**config.mk**
```make
export PLATFORM = sky130hd
export DESIGN_NAME = step_pulse_gen_flat
export DESIGN_NICKNAME = d
export VERILOG_FILES = /design/src/rtl/step_pulse_gen_pkg.sv /design/src/rtl/step_pulse_gen_if.sv /design/src/rtl/step_pulse_gen_phase_timer.sv /design/src/rtl/step_pulse_gen.sv /design/src/flat_wrapper.sv
export SDC_FILE = /design/constraint.sdc
export NUM_CORES = 1
export LEC_CHECK = 0
export ABC_AREA = 1
export BUFFER_PORTS_ARGS = -buffer_cell sky130_fd_sc_hd__buf_4
export CORE_MARGIN = 1
export CORE_UTILIZATION = 40
export DETAILED_ROUTE_END_ITERATION = 7
export HOLD_SLACK_MARGIN = 0.12
export PLACE_DENSITY = 0.67
export SLEW_MARGIN = 5
export SYNTH_ARGS = -nofsm -noshare
export SYNTH_HDL_FRONTEND = slang
export SYNTH_HIERARCHICAL = 1
export SYNTH_SLANG_ARGS = --single-unit
```
**constraint.sdc**
```tcl
create_clock -name clk -period 3 [get_ports clk]
set_input_delay 0.15 -clock clk [delete_from_list [all_inputs] [get_ports clk]]
set_output_delay 0.15 -clock clk [all_outputs]
set_load 0.005 [all_outputs]
```
**src/rtl/step_pulse_gen_pkg.sv**
```systemverilog
// Shared stepper definitions: FSM state encoding and the default STEP/DIR
// timing that the driver IC requires.
package step_pulse_gen_pkg;

  typedef enum logic [1:0] {
    IDLE  = 2'd0,
    SETUP = 2'd1,
    HIGH  = 2'd2,
    LOW   = 2'd3
  } state_t;

  // Driver-IC minimums: STEP high time and DIR-to-STEP setup, in clocks.
  localparam int DEF_PULSE_CYCLES = 4;
  localparam int DEF_SETUP_CYCLES = 2;

endpackage

```
**src/rtl/step_pulse_gen_if.sv**
```systemverilog
// Sequencer <-> step pulse generator signal bundle; the slave side is the
// generator, the master side is the motion sequencer.
interface step_pulse_gen_if #(
  parameter int N_BITS   = 32,
  parameter int CNT_BITS = 16
);

  logic [N_BITS-1:0]   period;
  logic [CNT_BITS-1:0] steps;
  logic                dir_in;
  logic                start;
  logic                abort;
  logic                step_out;
  logic                dir_out;
  logic                busy;
  logic                done;
  logic [CNT_BITS-1:0] steps_left;

  modport master (
    output period, steps, dir_in, start, abort,
    input  step_out, dir_out, busy, done, steps_left
  );

  modport slave (
    input  period, steps, dir_in, start, abort,
    output step_out, dir_out, busy, done, steps_left
  );

endinterface

```
**src/rtl/step_pulse_gen_phase_timer.sv**
```systemverilog
// Loadable down-counter timing one phase; expire is high during the last
// clock of the loaded length, and the count parks at zero instead of wrapping.
module step_pulse_gen_phase_timer #(
  parameter int N_BITS = 32
) (
  input  logic              clk,
  input  logic              rst,
  input  logic              load,
  input  logic [N_BITS-1:0] value,
  output logic              expire
);

  logic [N_BITS-1:0] count;

  always_ff @(posedge clk or posedge rst) begin
    if (rst) begin
      count <= '0;
    end else if (load) begin
      count <= value;
    end else if (count != '0) begin
      count <= count - N_BITS'(1);
    end
  end

  assign expire = (count == N_BITS'(1));

endmodule

```
**src/rtl/step_pulse_gen.sv**
```systemverilog
// STEP/DIR pulse train generator: DIR setup window, then steps pulses spaced
// by the latched (clamped) period, with abort and one-cycle done reporting.
module step_pulse_gen
  import step_pulse_gen_pkg::*;
#(
  parameter int N_BITS       = 32,
  parameter int CNT_BITS     = 16,
  parameter int PULSE_CYCLES = DEF_PULSE_CYCLES,
  parameter int SETUP_CYCLES = DEF_SETUP_CYCLES
) (
  input logic             clk,
  input logic             rst,
  step_pulse_gen_if.slave bus
);

  localparam logic [N_BITS-1:0] MIN_P     = N_BITS'(2 * PULSE_CYCLES);
  localparam logic [N_BITS-1:0] PULSE_LEN = N_BITS'(PULSE_CYCLES);
  localparam logic [N_BITS-1:0] SETUP_LEN = N_BITS'(SETUP_CYCLES);

  // The period floor guarantees a LOW phase at least as long as the pulse.
  function automatic logic [N_BITS-1:0] clamp_period(input logic [N_BITS-1:0] p);
    return (p < MIN_P) ? MIN_P : p;
  endfunction

  state_t              state, state_nxt;
  logic                start_q;
  logic                rise;
  logic                abort_pend, abort_pend_nxt;
  logic                step_q, step_nxt;
  logic                dir_q, dir_nxt;
  logic                busy_q, busy_nxt;
  logic                done_q, done_nxt;
  logic [CNT_BITS-1:0] left_q, left_nxt;
  logic [N_BITS-1:0]   low_len;
  logic                latch_p;
  logic                tmr_load;
  logic [N_BITS-1:0]   tmr_value;
  logic                tmr_expire;

  always_ff @(posedge clk or posedge rst) begin
    if (rst) begin
      start_q <= 1'b0;
    end else begin
      start_q <= bus.start;
    end
  end

  assign rise = bus.start & ~start_q;

  step_pulse_gen_phase_timer #(
    .N_BITS(N_BITS)
  ) u_timer (
    .clk    (clk),
    .rst    (rst),
    .load   (tmr_load),
    .value  (tmr_value),
    .expire (tmr_expire)
  );

  // LOW length is fixed for the whole move, so a mid-move period change is ignored.
  always_ff @(posedge clk) begin
    if (latch_p) begin
      low_len <= clamp_period(bus.period) - PULSE_LEN;
    end
  end

  always_ff @(posedge clk or posedge rst) begin
    if (rst) begin
      state <= IDLE;
    end else begin
      state <= state_nxt;
    end
  end

  always_comb begin
    state_nxt      = state;
    abort_pend_nxt = abort_pend;
    step_nxt       = step_q;
    dir_nxt        = dir_q;
    busy_nxt       = busy_q;
    done_nxt       = 1'b0;
    left_nxt       = left_q;
    latch_p        = 1'b0;
    tmr_load       = 1'b0;
    tmr_value      = '0;

    case (state)
      IDLE: begin
        abort_pend_nxt = 1'b0;
        if (rise && !bus.abort) begin
          if (bus.steps == '0) begin
            done_nxt = 1'b1;
          end else begin
            dir_nxt   = bus.dir_in;
            left_nxt  = bus.steps;
            busy_nxt  = 1'b1;
            latch_p   = 1'b1;
            tmr_load  = 1'b1;
            tmr_value = SETUP_LEN;
            state_nxt = SETUP;
          end
        end
      end

      SETUP: begin
        if (bus.abort) begin
          busy_nxt  = 1'b0;
          done_nxt  = 1'b1;
          state_nxt = IDLE;
        end else if (tmr_expire) begin
          step_nxt  = 1'b1;
          tmr_load  = 1'b1;
          tmr_value = PULSE_LEN;
          state_nxt = HIGH;
        end
      end

      HIGH: begin
        // An abort here is remembered so the pulse keeps its full width.
        if (bus.abort) begin
          abort_pend_nxt = 1'b1;
        end
        if (tmr_expire) begin
          step_nxt = 1'b0;
          left_nxt = left_q - CNT_BITS'(1);
          if (bus.abort || abort_pend) begin
            abort_pend_nxt = 1'b0;
            busy_nxt       = 1'b0;
            done_nxt       = 1'b1;
            state_nxt      = IDLE;
          end else begin
            tmr_load  = 1'b1;
            tmr_value = low_len;
            state_nxt = LOW;
          end
        end
      end

      LOW: begin
        if (bus.abort) begin
          busy_nxt  = 1'b0;
          done_nxt  = 1'b1;
          state_nxt = IDLE;
        end else if (tmr_expire) begin
          if (left_q != '0) begin
            step_nxt  = 1'b1;
            tmr_load  = 1'b1;
            tmr_value = PULSE_LEN;
            state_nxt = HIGH;
          end else begin
            busy_nxt  = 1'b0;
            done_nxt  = 1'b1;
            state_nxt = IDLE;
          end
        end
      end

      default: begin
        state_nxt = IDLE;
      end
    endcase
  end

  always_ff @(posedge clk or posedge rst) begin
    if (rst) begin
      abort_pend <= 1'b0;
      step_q     <= 1'b0;
      dir_q      <= 1'b0;
      busy_q     <= 1'b0;
      done_q     <= 1'b0;
      left_q     <= '0;
    end else begin
      abort_pend <= abort_pend_nxt;
      step_q     <= step_nxt;
      dir_q      <= dir_nxt;
      busy_q     <= busy_nxt;
      done_q     <= done_nxt;
      left_q     <= left_nxt;
    end
  end

  assign bus.step_out   = step_q;
  assign bus.dir_out    = dir_q;
  assign bus.busy       = busy_q;
  assign bus.done       = done_q;
  assign bus.steps_left = left_q;

endmodule

```
**src/flat_wrapper.sv**
```systemverilog
// flat-port wrapper written by rule: the top's interface ports become plain ports
module step_pulse_gen_flat import step_pulse_gen_pkg::*;
#(
  parameter int N_BITS       = 32,
  parameter int CNT_BITS     = 16,
  parameter int PULSE_CYCLES = DEF_PULSE_CYCLES,
  parameter int SETUP_CYCLES = DEF_SETUP_CYCLES
)
  (clk, rst, bus_period, bus_steps, bus_dir_in, bus_start, bus_abort, bus_step_out, bus_dir_out, bus_busy, bus_done, bus_steps_left);
  step_pulse_gen_if #(.N_BITS(N_BITS), .CNT_BITS(CNT_BITS)) bus_i ();
  input logic clk;
  input logic rst;
  input wire logic [$bits(bus_i.period)-1:0] bus_period;
  input wire logic [$bits(bus_i.steps)-1:0] bus_steps;
  input wire logic [$bits(bus_i.dir_in)-1:0] bus_dir_in;
  input wire logic [$bits(bus_i.start)-1:0] bus_start;
  input wire logic [$bits(bus_i.abort)-1:0] bus_abort;
  output wire logic [$bits(bus_i.step_out)-1:0] bus_step_out;
  output wire logic [$bits(bus_i.dir_out)-1:0] bus_dir_out;
  output wire logic [$bits(bus_i.busy)-1:0] bus_busy;
  output wire logic [$bits(bus_i.done)-1:0] bus_done;
  output wire logic [$bits(bus_i.steps_left)-1:0] bus_steps_left;
  assign bus_i.period = bus_period;
  assign bus_i.steps = bus_steps;
  assign bus_i.dir_in = bus_dir_in;
  assign bus_i.start = bus_start;
  assign bus_i.abort = bus_abort;
  assign bus_step_out = bus_i.step_out;
  assign bus_dir_out = bus_i.dir_out;
  assign bus_busy = bus_i.busy;
  assign bus_done = bus_i.done;
  assign bus_steps_left = bus_i.steps_left;
  step_pulse_gen #(.N_BITS(N_BITS), .CNT_BITS(CNT_BITS), .PULSE_CYCLES(PULSE_CYCLES), .SETUP_CYCLES(SETUP_CYCLES)) u_core (.clk(clk), .rst(rst), .bus(bus_i));
endmodule
```
==> flow_metrics.env <==
export IMPL_startpoint="u_core/u_timer/count[8]"
export IMPL_regToRegEndpoint="u_core/u_timer/count[29]"
export IMPL_slowest_stage="dfrtp_1"
export IMPL_cap_violations=0
export IMPL_syn_area_per_cell_um2=6.67
export IMPL_critPathMaxStageDelay_ns=0.42
export IMPL_core_area_um2=14500
export IMPL_antenna_found_initial=0
export IMPL_critPathLaunchType="register"
export IMPL_yosysWarnings=6
export IMPL_syn_nets=949
export IMPL_path_cells="nor2_1 -> nand2_1 -> nor2_1 -> nand4_1 -> nor2_1 -> inv_1 -> nor2_1 -> nand2_1 -> nand2_1 -> buf_6 -> nor2_2 -> buf_4 -> nand2_1 -> nand2_1"
export IMPL_worstPathMaxFanout=31
export IMPL_yosysMostFrequentCell="nand2_1"
export IMPL_seqCellArea_um2=2360
export IMPL_hold_start="bus_period[8]"
export IMPL_cts_clk_slew_worst_paths_ns=0.06
export IMPL_drive_above_1_share_pct=11.8
export IMPL_synth_cells=892
export IMPL_drt_pass1_iterations=4
export IMPL_grt_overflow_total=0
export IMPL_vdd_drop_max_v=0.000362
export IMPL_synth_top_cell_by_area="dfrtp_1"
export IMPL_portBuffers=72
export IMPL_period_needed_ns=2.70
export IMPL_setup_violations=0
export IMPL_drt_wl_total_um=14800
export IMPL_grt_max_degree=34
export IMPL_cts_tree="done"
export IMPL_fin_crit_sh_pct=90.0
export IMPL_drtIter0Drc=336
export IMPL_numCtsBuffers=9
export IMPL_arrival_ns=2.93
export IMPL_tns_ns=0
export IMPL_clk_path_buf_depth=2
export IMPL_dp_hpwl_um=11400
export IMPL_cts_root_buf="clkbuf_16"
export IMPL_grt_pass1_wl_um=24500
export IMPL_synth_area_leaders="dfrtp_1 (24%), nand2_1 (17%), edfxtp_1 (16%), nor2_1 (11%), inv_1 (8.5%)"
export IMPL_rows=44
export IMPL_reg2reg_setup_slack_ns=0.30
export IMPL_r2r_cells=14
export IMPL_drc=0
export IMPL_fin_util_pct=49.2
export IMPL_placed_cells=1139
export IMPL_synth_edf_count=32
export IMPL_vias=5578
export IMPL_synth_distinct_cells=36
export IMPL_hp_class="in -> reg"
export IMPL_crit_top_cell="nand2_1"
export IMPL_max_slew_margin_pct=35.7
export IMPL_insertion_delay_ns=0.35
export IMPL_die_width_um=124
export IMPL_fin_worst_skew_ns=0.00955
export IMPL_gp_congestion=0.889
export IMPL_maxClockFrequency_mhz=370
export IMPL_min_path_cells=2
export IMPL_end_kind="register"
export IMPL_tightest_slew_ns=0.963
export IMPL_nFillCells=1511
export IMPL_yosys_top_cells_count="nand2_1 (269), nor2_1 (176), inv_1 (134)"
export IMPL_multi_input_comb_area_um2=2970
export IMPL_die_h_um=124
export IMPL_fin_cells=1173
export IMPL_status="complete, no violations"
export IMPL_ys_ff_latch=88
export IMPL_async_reset_ff_share_pct=63.6
export IMPL_initial_core_util_pct=40.9
export IMPL_grt_usage_pct=20.8
export IMPL_synth_seq_area_share_pct=39.7
export IMPL_htreeDepth=3
export IMPL_wire_per_inst_um=12.6
export IMPL_die_area_um2=15400
export IMPL_whs_endpoint="u_core/low_len[8]"
export IMPL_ant_nets=0
export IMPL_leakage_nw=3.58
export IMPL_n_antenna_cell=0
export IMPL_synth_main_ff_cell="dfrtp_1"
export IMPL_synth_top_cell_area_share_pct=23.6
export IMPL_drv_slew=0
export IMPL_first_global_vias=5157
export IMPL_final_nets=1041
export IMPL_rsz0062_at_grt="false"
export IMPL_hold_viol_final=0
export IMPL_syn_to_final_growth_pct=20.2
export IMPL_r2r_start="u_core/u_timer/count[8]"
export IMPL_io_pins=73
export IMPL_power_density_nw_per_um2=744
export IMPL_crit_type="reg -> reg"
export IMPL_via_per_inst=4.76
export IMPL_critPathRequiredTime_ns=3.23
export IMPL_syn_area_um2=5950
export IMPL_clock_sinks=88
## layer usage
metal	track usage, %	vias to the layer above	routed length (µm)	part of all wire, %
li1	-	2957	-	-
met4	8.85	0	340	2.3
met3	2.15	20	700	4.7
met2	33.1	146	6660	45
met5	0	-	0	0
met1	28.8	2455	7060	48
## report_power, final
group	leakage, nW	internal (W)	switching [W]
logic	2.43	0.000843	0.00145
registers	1.01	0.00157	0.000334
clock network	0.138	0.000671	0.000451
## repair_timing
action                     in CTS  in global routing
resized for setup               0                  1
buffers inserted                0                  0
hold buffers                   18                  0
hold endpoints to repair       73                  0
setup endpoints to repair       0                 21
## stage by stage
step | total power, W | area [µm²] | setup slack [ns] | hold WS, ns
final | 0.00531 | 7150 | 0.300 | 0.134
after global routing | 0.00574 | 7150 | 0.0175 | 0.134
after CTS | 0.00533 | 7140 | 0.256 | 0.122
after detailed placement | 0.00416 | 6670 | 0.263 | 0.273
after global placement | 0.00415 | 6670 | 0.349 | 0.272
after floorplan | 0.00344 | 5950 | 0.741 | 0.165
## worst max-delay path, delay by kind of cell, from the launching register on
| kind | cells | cell delay (ns) |
|---|---|---|
| and+or+nand+nor | 11 | 1.55 |
| buffers and inverters | 3 | 0.59 |
| DFF | 1 | 0.42 |
## sequential cells by signal, indices dropped and copies added (netlist names)
| signal | count |
|---|---|
| u_core/abort_pend | 1 |
| u_core/bus.busy | 1 |
| u_core/bus.dir_out | 1 |
| u_core/bus.done | 1 |
| u_core/bus.step_out | 1 |
| u_core/bus.steps_left | 16 |
| u_core/low_len | 32 |
| u_core/start_q | 1 |
| u_core/state | 2 |
| u_core/u_timer/count | 32 |
## cell families (layout without fill, tap and decap cells)
logic type | after synthesis | in the layout | share of synthesized area (%)
fa+ha+maj | 4 | 4 | 0.842
simple gates | 540 | 540 | 37.9
buf+inv | 155 | 252 | 10.3
compound gates | 75 | 75 | 6.82
flops | 88 | 88 | 39.7
xor+xnor | 30 | 30 | 4.42
## layout by cell type (no fill, tap or decap), types with 2 or more instances in the layout
master	instances
o21ai_1	14
dlygate4sd3_1	18
clkbuf_1	5
inv_2	6
ha_1	4
buf_4	77
nor2_2	8
xnor2_1	3
o21ai_0	38
o22ai_1	3
nand3_1	41
nor2_1	176
nand3_2	2
o211ai_1	2
nand4_1	19
nor2_4	5
nor3_1	7
inv_1	134
dfrtp_1	56
a31oi_1	2
nand2_1	269
a21oi_1	12
xor2_1	27
nand3b_1	3
nor4_1	4
edfxtp_1	32
clkbuf_16	9
nand2_2	2
## worst max path at each step
stage / end / slack [ns]
after detailed placement: u_core/u_timer/count[29] / 0.26
after floorplan: u_core/u_timer/count[3] / 0.74
after CTS: u_core/u_timer/count[29] / 0.26
after global routing: u_core/u_timer/count[8] / 0.02
after global placement: u_core/u_timer/count[26] / 0.35
final: u_core/u_timer/count[29] / 0.30
## area by class of cell
type	instances	share of cell area [%]
multi-input combinational	649	41.6
timing repair buffer	96	10.8
tap	184	3.22
clock inverter	1	0.420
inverter	140	7.35
sequential	88	33.1
clock buffer	15	3.61
(Power assumes the default switching activity.)
